File: config.mk
export PLATFORM = sky130hd
export DESIGN_NAME = ram512_stream_reader
export DESIGN_NICKNAME = d
export VERILOG_FILES = /design/src/rtl/ram512_stream_reader_pkg.sv /design/src/rtl/ram512_out_fifo.sv /design/src/rtl/ram512_stream_reader.sv
export SDC_FILE = /design/constraint.sdc
export NUM_CORES = 1
export LEC_CHECK = 0
export CORE_MARGIN = 2
export CORE_UTILIZATION = 55
export DETAILED_ROUTE_END_ITERATION = 8
export PLACE_DENSITY = 0.9
export SLEW_MARGIN = 25
export SYNTH_ARGS = -nofsm -noshare
export SYNTH_HDL_FRONTEND = slang
export SYNTH_HIERARCHICAL = 1
export SYNTH_SLANG_ARGS = --single-unit
export TNS_END_PERCENT = 100
File: constraint.sdc
create_clock -name clk -period 3.91 [get_ports clk]
set_input_delay 0.5865 -clock clk [delete_from_list [all_inputs] [get_ports clk]]
set_output_delay 0.5865 -clock clk [all_outputs]
set_load 0.005 [all_outputs]
File: src/rtl/ram512_stream_reader_pkg.sv
// Shared types and constants for the 512x16 RAM port-B stream reader.
package ram512_stream_reader_pkg;

    localparam int RAM_DEPTH    = 512;
    localparam int RAM_ADDR_W   = 9;
    localparam int RAM_DATA_W   = 16;
    localparam int READ_LATENCY = 1;

    typedef enum logic [1:0] {
        ST_IDLE,
        ST_ISSUE,
        ST_DRAIN,
        ST_DONE
    } rd_state_t;

endpackage

File: src/rtl/ram512_out_fifo.sv
// Two-entry first-word-fall-through FIFO; the head is visible whenever count is non-zero.
module ram512_out_fifo #(
    parameter int WIDTH = 17
) (
    input  logic             clk,
    input  logic             reset,
    input  logic             push,
    input  logic [WIDTH-1:0] push_data,
    input  logic             pop,
    output logic [WIDTH-1:0] head,
    output logic [1:0]       count
);

    logic [WIDTH-1:0] mem [2];
    logic             wr_ptr;
    logic             rd_ptr;

    assign head = mem[rd_ptr];

    always_ff @(posedge clk or posedge reset) begin
        if (reset) begin
            mem[0] <= '0;
            mem[1] <= '0;
            wr_ptr <= 1'b0;
            rd_ptr <= 1'b0;
            count  <= 2'd0;
        end else begin
            if (push) begin
                mem[wr_ptr] <= push_data;
                wr_ptr      <= ~wr_ptr;
            end
            if (pop) rd_ptr <= ~rd_ptr;
            count <= count + {1'b0, push} - {1'b0, pop};
        end
    end

    // Upstream credit must keep a push from landing on a full FIFO unless a pop frees a slot.
    a_no_overflow: assert property (@(posedge clk) disable iff (reset)
        !(push && !pop && count == 2'd2));

endmodule

File: src/rtl/ram512_stream_reader.sv
// Reads LENGTH words from RAM port B starting at BASE_ADDR (mod 512) and
// streams them out over valid/ready with credit-based flow control.
module ram512_stream_reader
    import ram512_stream_reader_pkg::*;
#(
    parameter int ADDR_W = RAM_ADDR_W,
    parameter int DATA_W = RAM_DATA_W
) (
    input  logic              clk,
    input  logic              reset,
    input  logic              start,
    input  logic [ADDR_W-1:0] base_addr,
    input  logic [ADDR_W:0]   length,
    output logic              busy,
    output logic              done,
    output logic              ram_ceb,
    output logic              ram_oce,
    output logic [ADDR_W-1:0] ram_adb,
    input  logic [DATA_W-1:0] ram_dout,
    output logic [DATA_W-1:0] m_data,
    output logic              m_valid,
    input  logic              m_ready,
    output logic              m_last
);

    localparam logic [ADDR_W:0] MAX_LEN = (ADDR_W + 1)'(1 << ADDR_W);

    rd_state_t         state, state_n;
    logic [ADDR_W-1:0] addr;
    logic [ADDR_W:0]   remaining;
    logic [ADDR_W:0]   eff_len;
    logic              in_flight;
    logic              last_flight;
    logic              issue;
    logic              credit_ok;
    logic              pop;
    logic [1:0]        fifo_count;
    logic [DATA_W:0]   fifo_head;

    assign eff_len = (length > MAX_LEN) ? MAX_LEN : length;
    assign pop     = m_valid & m_ready;
    // A pop in this cycle frees the slot the new read will need two edges later.
    assign credit_ok = ({1'b0, fifo_count} + {2'b0, in_flight}) <= (3'd1 + {2'b0, pop});

    always_ff @(posedge clk or posedge reset) begin
        if (reset) state <= ST_IDLE;
        else       state <= state_n;
    end

    always_comb begin
        state_n = state;
        issue   = 1'b0;
        case (state)
            ST_IDLE: begin
                if (start) state_n = (eff_len == '0) ? ST_DONE : ST_ISSUE;
            end
            ST_ISSUE: begin
                if (remaining != '0 && credit_ok) begin
                    issue = 1'b1;
                    if (remaining == (ADDR_W + 1)'(1)) state_n = ST_DRAIN;
                end
            end
            ST_DRAIN: begin
                if (!in_flight && (fifo_count == 2'd0 || (fifo_count == 2'd1 && pop)))
                    state_n = ST_DONE;
            end
            ST_DONE:  state_n = ST_IDLE;
            default:  state_n = ST_IDLE;
        endcase
    end

    always_ff @(posedge clk or posedge reset) begin
        if (reset) begin
            addr        <= '0;
            remaining   <= '0;
            in_flight   <= 1'b0;
            last_flight <= 1'b0;
        end else begin
            in_flight <= issue;
            if (state == ST_IDLE && start) begin
                addr      <= base_addr;
                remaining <= eff_len;
            end else if (issue) begin
                addr        <= addr + 1'b1;
                remaining   <= remaining - 1'b1;
                last_flight <= (remaining == (ADDR_W + 1)'(1));
            end
        end
    end

    ram512_out_fifo #(.WIDTH(DATA_W + 1)) u_fifo (
        .clk       (clk),
        .reset     (reset),
        .push      (in_flight),
        .push_data ({last_flight, ram_dout}),
        .pop       (pop),
        .head      (fifo_head),
        .count     (fifo_count)
    );

    assign ram_ceb = issue;
    assign ram_oce = 1'b1;
    assign ram_adb = addr;
    assign busy    = (state != ST_IDLE);
    assign done    = (state == ST_DONE);
    assign m_valid = (fifo_count != 2'd0);
    assign m_data  = fifo_head[DATA_W-1:0];
    assign m_last  = fifo_head[DATA_W];

endmodule

After elaboration in Yosys (flattened, before gate mapping)
Cells that the tools add are included.
- add/sub/neg operators: 6
- magnitude comparators: 5
- eq/ne operators: 9
- multiplexer cells: 19
- bitwise logic cells: 6
- reductions and logical operators: 16
- operators with widths (operator ; count):
    17-bit two-way mux ; 4
    34-bit bitwise mux ; 1
    10-bit two-way mux ; 3
    9-bit two-way mux ; 2
    17-bit demux with 1-bit select ; 1
    10-bit by 1-bit == test with 1-bit output (second input constant) ; 1
    10-bit greater-than comparator (second input constant) ; 1
    10-bit logical NOT ; 1
    2-bit two-way mux ; 5
    10-bit nonzero test ; 1
    10-bit by 1-bit subtractor with 10-bit output (second input constant) ; 1
    9-bit by 1-bit adder with 9-bit output (second input constant) ; 1
    2-bit != test (second input constant) ; 4
    2-bit one-hot mux with 4 select lines ; 1
    2-bit nonzero test ; 3
    1-bit logical AND ; 5
    2-bit by 1-bit == test with 1-bit output (second input constant) ; 2
    2-bit == test (second input constant) ; 2
    2-bit greater-or-equal comparator (second input constant) ; 2
    2-bit logical NOT ; 2
    1-bit NOT with 2-bit output ; 2
    4-bit AND reduction ; 1
    2-bit by 1-bit adder with 3-bit output ; 1
    3-bit by 2-bit <= comparator with 1-bit output ; 1
    10 further kinds ; 13
- flip-flop bits (word level): 61
- input port bits: 39
- output and inout bits: 31
- logic and storage cells: 71

Depth between registers and ports, before layout
- word-level depth: 9
- mapped depth: 11
- mapped depth without buffers: 11

By module
The synthesis kept the hierarchy.
- modules (own cells, without submodules) (module ; times used ; cells each ; area an instance (sq um) ; seq. area each (sq um)):
    ram512_out_fifo ; 1 ; 105 ; 1701.6 ; 950.9
    ram512_stream_reader ; 1 ; 181 ; 1624.1 ; 575.6

Worst setup path after synthesis
Ideal clock, no wire load.
- path kind: flip-flop to output port
- start: register u_fifo.count[1]
- end: output port ram_ceb
- arrival: 2052 ps
- slack: 1271 ps
- cell stages (with the launch flop): 10
- cell sequence: dfrtp_1 -> inv_1 -> nand2_1 -> nand2_1 -> inv_1 -> fa_1 -> or3_1 -> a32o_1 -> nand2_4 -> inv_2
- cells in the longest elaborated chain, start to end: 7
- elaborated cells on any way between the ends: 8
- RTL lines (what ; line ; RTL):
    start, declared ; ram512_out_fifo.sv:11 ; output logic [1:0] count
    start signal, assigned ; ram512_out_fifo.sv:33 ; count <= count + {1'b0, push} - {1'b0, pop};
    2-bit nonzero test ; ram512_stream_reader.sv:106 ; assign m_valid = (fifo_count != 2'd0);
    named net m_valid ; ram512_stream_reader.sv:21 ; output logic m_valid,
    1-bit AND ; ram512_stream_reader.sv:41 ; assign pop = m_valid & m_ready;
    named net pop ; ram512_stream_reader.sv:36 ; logic pop;
    1-bit by 1-bit adder with 2-bit output ; ram512_stream_reader.sv:43 ; assign credit_ok = ({1'b0, fifo_count} + {2'b0, in_flight}) <= (3'd1 + {2'b0, pop});
    3-bit by 2-bit <= comparator with 1-bit output ; ram512_stream_reader.sv:43 ;
    1-bit logical AND ; ram512_stream_reader.sv:58 ; if (remaining != '0 && credit_ok) begin
    1-bit two-way mux ; ram512_stream_reader.sv:58 ;
    1-bit two-way mux ; ram512_stream_reader.sv:53 ; case (state)
    end, declared ; ram512_stream_reader.sv:16 ; output logic ram_ceb,
The timed path passes the listed nets, and every way through them passes these cells.

Final worst setup path
- start: input port m_ready
- end: output port ram_ceb
- cells in the longest elaborated chain, start to end: 6
- RTL lines (what ; line ; RTL):
    start, declared ; ram512_stream_reader.sv:22 ; input logic m_ready,
    1-bit AND ; ram512_stream_reader.sv:41 ;
    named net pop ; ram512_stream_reader.sv:36 ;
    1-bit by 1-bit adder with 2-bit output ; ram512_stream_reader.sv:43 ;
    3-bit by 2-bit <= comparator with 1-bit output ; ram512_stream_reader.sv:43 ;
    1-bit logical AND ; ram512_stream_reader.sv:58 ;
    1-bit two-way mux ; ram512_stream_reader.sv:58 ;
    1-bit two-way mux ; ram512_stream_reader.sv:53 ;
The timed path passes the listed nets, and every way through them passes these cells.

==> impl_results.md <==
* Setup CP Type: in -> out
* HPWL Detailed at 4890 um
* Endpoints failing setup at 0
* Synth Register Bits at 61
* Mapped Cells at between 200 and 300
* CP dominant cell by count: clkdlybuf4s50_1
* Ys Warns at 6
* Crit end category: primary output
* Synth Area in XOR/XNOR at 0.0395
* Number of vias per cell at approximately 5.6
* RSZ-0062 raised after global routing: no
* Diode count at 0
* # IOs at 70
* R2R depth at 11
* Largest family of logic cells by synthesized area: multiplexers
* Post-Syn Area per Cell at between 10 and 15 um^2
* Post-Route WL at a little under 7000 um
* Leak pwr at 1.82 nW
* CP arrival at slightly above 3 ns
* Cell Chain, Critical Path: clkdlybuf4s50_1 -> nand2_1 -> inv_1 -> fa_1 -> or3_1 -> a32o_1 -> nand2_4 -> inv_2 -> clkdlybuf4s50_1
* PostCTS Resize Cnt at 0
* Post-route ant nets at 0
* Hold WC Path Type: reg -> reg
* CTS tree: done
* Final hold violation count at 0
* EDFF count, synth at 0
* Skew final at 0.00478 ns
* Reg clk slew, reported paths at 0.07 ns
* PwrDens at roughly 850 nW/um^2
* CTS sink cnt at 61
* Fmax at between 0.2 and 0.3 GHz
* First-pass GRT wire length at 10900 um
* Largest net degree at the start of global routing at 39
* Slew @ Worst Pin at roughly 0.95 ns
* Wire length per cell at ~16 um
* Syn_nets at 340
* Outcome: completed
* Simple-gate area share of the yosys netlist at 0.143
* Die Wd at slightly above 80 um
* Hold path cells at 1
* Clock tree buffer depth at 2
* Setup tns final at 0 ns
* Part of the cycle the worst path needs at 0.928
* Peak VDD IR at 0.447 mV
* Die Area at 6680 um^2
* Mux cell area share after synthesis at 0.198
* Worst relative slew slack at 0.367
* H-tree depth at 3
* Worst-Skew Late Latency at 0.34 ns
* Chip height at between 80 and 90 um
* Row cnt at 28
* DR iter-0 viols at 90
* CP peak stage delay at about 0.47 ns
* Asr flop ratio synth at 1.00
* Register area share after synthesis at 0.459
* Max Slew Vio Count at 0
* Post-Synth Adder-Cell Area at 0.0587
* Post-synth cell types at between 40 and 50
* Compound-cell area share of the yosys netlist at 0.0572
* Starting density of the core at 0.565
* Share of layout cells above drive strength 1 at 0.219
* Slowest CP cell: clkdlybuf4s50_1
* Post-synthesis cell area at between 3000 and 4000 um^2
* CP startpoint kind: input pin
* Hold Slack at between 0.5 and 0.6 ns
* DRT Pass-1 Iters at 4
* Cts hold-fix bufs at 0
* # Post-CTS Setup Buffers at 0
* Tmin final at about 3.6 ns
* Vias in the first global route at 2500
* Via count at between 2k and 2.5k
* Routability congestion estimate at slightly above 0.8
* DRC viols at 0
* PortBufs at 68
* GRT overflow at 0
* Total Routing Usage GR at 0.216
* CP required at roughly 3.3 ns
* Maxcap violations at 0
* Fillers at 440
* Dominant synthesized flop cell: dfrtp_1
* Critical path peak fanout at 9
* NumNets Final at slightly above 400
* Initial antenna violation count at 0
* Root Driver: clkbuf_8
* Synth-to-Final Area Change at 27.2%
* Inserted Clock Buffers at 9
* Core area at between 5000 and 6000 um^2
## placed cells by master (no fill, tap or decap), types with 3 or more instances in the layout
| cell type | Yosys | routed |
|---|---|---|
| clkdlybuf4s50_1 | 0 | 68 |
| dfrtp_1 | 61 | 61 |
| mux2_2 | 41 | 41 |
| nand2_1 | 19 | 19 |
| inv_1 | 15 | 15 |
| o21ai_0 | 15 | 15 |
| nor2_1 | 14 | 14 |
| ha_1 | 14 | 14 |
| mux2_4 | 11 | 11 |
| xor2_1 | 10 | 10 |
| clkbuf_8 | 0 | 10 |
| nand3b_1 | 9 | 9 |
| a31oi_1 | 8 | 8 |
| nand4_1 | 7 | 7 |
| nand3_1 | 6 | 6 |
| xnor2_1 | 5 | 5 |
| a21oi_1 | 4 | 4 |
| or3_1 | 3 | 3 |
| nor2b_1 | 3 | 3 |
| or4_1 | 3 | 3 |
| mux2i_1 | 3 | 3 |
| clkinvlp_4 | 0 | 3 |
## cell type report
| class | count | area (um^2) | share of cell area |
|---|---|---|---|
| Inverter | 16 | 60.1 | 0.0142 |
| Tap cell | 75 | 93.8 | 0.0222 |
| Clock buffer | 10 | 138 | 0.0325 |
| Multi-Input combinational cell | 197 | 1660 | 0.391 |
| Sequential cell | 61 | 1530 | 0.361 |
| Timing Repair Buffer | 70 | 696 | 0.164 |
| Clock inverter | 6 | 62.6 | 0.0148 |
## final timing paths
kind | to | start | slack, ns
hold reg to reg | u_fifo/mem[32]$_DFFE_PP0P_ | u_fifo/mem[32]$_DFFE_PP0P_ | 0.50
setup reg to reg | remaining[9]$_DFFE_PP0P_ | u_fifo/count[1]$_DFF_PP0_ | 1.16
setup / recovery | ram_ceb | m_ready | 0.28
max in group asynchronous | state[1]$_DFFE_PP0P_ | reset | 2.61
hold / removal | u_fifo/mem[32]$_DFFE_PP0P_ | u_fifo/mem[32]$_DFFE_PP0P_ | 0.50
min in group asynchronous | u_fifo/mem[0]$_DFFE_PP0P_ | reset | 0.69
## power breakdown
group          internal [W]  switching (W)  leakage (nW)  total [W]
registers          0.000945       0.000275         0.731    0.00122
clock network      0.000309       0.000257        0.0943   0.000566
logic               0.00106       0.000742         0.998    0.00180
total               0.00231        0.00127          1.82    0.00358
## flip-flops by register name, summed over array words and instances (netlist names)
signal	count
u_fifo/mem	34
ram_adb	9
state	2
in_flight	1
remaining	10
last_flight	1
u_fifo/rd_ptr	1
u_fifo/wr_ptr	1
u_fifo/count	2
## cell families (layout without fill, tap and decap cells)
kind of cell | after synthesis | count (layout)
simple gates | 79 | 79
flops | 61 | 61
mux | 55 | 55
compound gates | 32 | 32
buf+inv | 28 | 102
fa+ha+maj | 15 | 15
xor+xnor | 15 | 15
other cells | 1 | 1
## per-layer routing
layer / global-route usage / wire length (um)
met5: 0 / 0
met4: 0.0983 / 133
met3: 0.0527 / 349
met2: 0.373 / 3500
met1: 0.254 / 2810
## metrics by stage
stage	area [um^2]	util	instances	setup slack, ns	total power, W
2_1_floorplan	3330	-	286	1.27	0.00234
3_3_place_gp	4030	0.685	419	0.322	0.00293
3_5_place_dp	4030	0.685	419	0.285	0.00303
4_1_cts	4230	0.719	435	0.267	0.00361
5_1_grt	4230	0.719	435	0.166	0.00385
6_report	4230	0.719	435	0.282	0.00358
## cell usage after synthesis, types with 2 or more instances
library cell	n	area, um^2
dfrtp_1	61	1530
mux2_2	41	462
nand2_1	19	71.3
inv_1	15	56.3
o21ai_0	15	75.1
ha_1	14	175
nor2_1	14	52.6
mux2_4	11	165
xor2_1	10	87.6
nand3b_1	9	67.6
a31oi_1	8	50.1
nand4_1	7	43.8
nand3_1	6	30.0
clkbuf_1	5	18.8
xnor2_1	5	43.8
a21oi_1	4	20.0
mux2i_1	3	30.0
nor2b_1	3	18.8
or3_1	3	18.8
or4_1	3	22.5
and2_1	2	12.5
and3_1	2	12.5
buf_2	2	10.0
buf_4	2	15.0
buf_6	2	22.5
## critical path, delay by kind of cell
family                     cells  cell delay [ns]
buffers and inverters          4             1.17
and+or+nand+nor                3             0.58
adders and majority gates      1             0.43
AOI/OAI and AO/OA              1             0.26
Power figures use the tool's default switching activity.
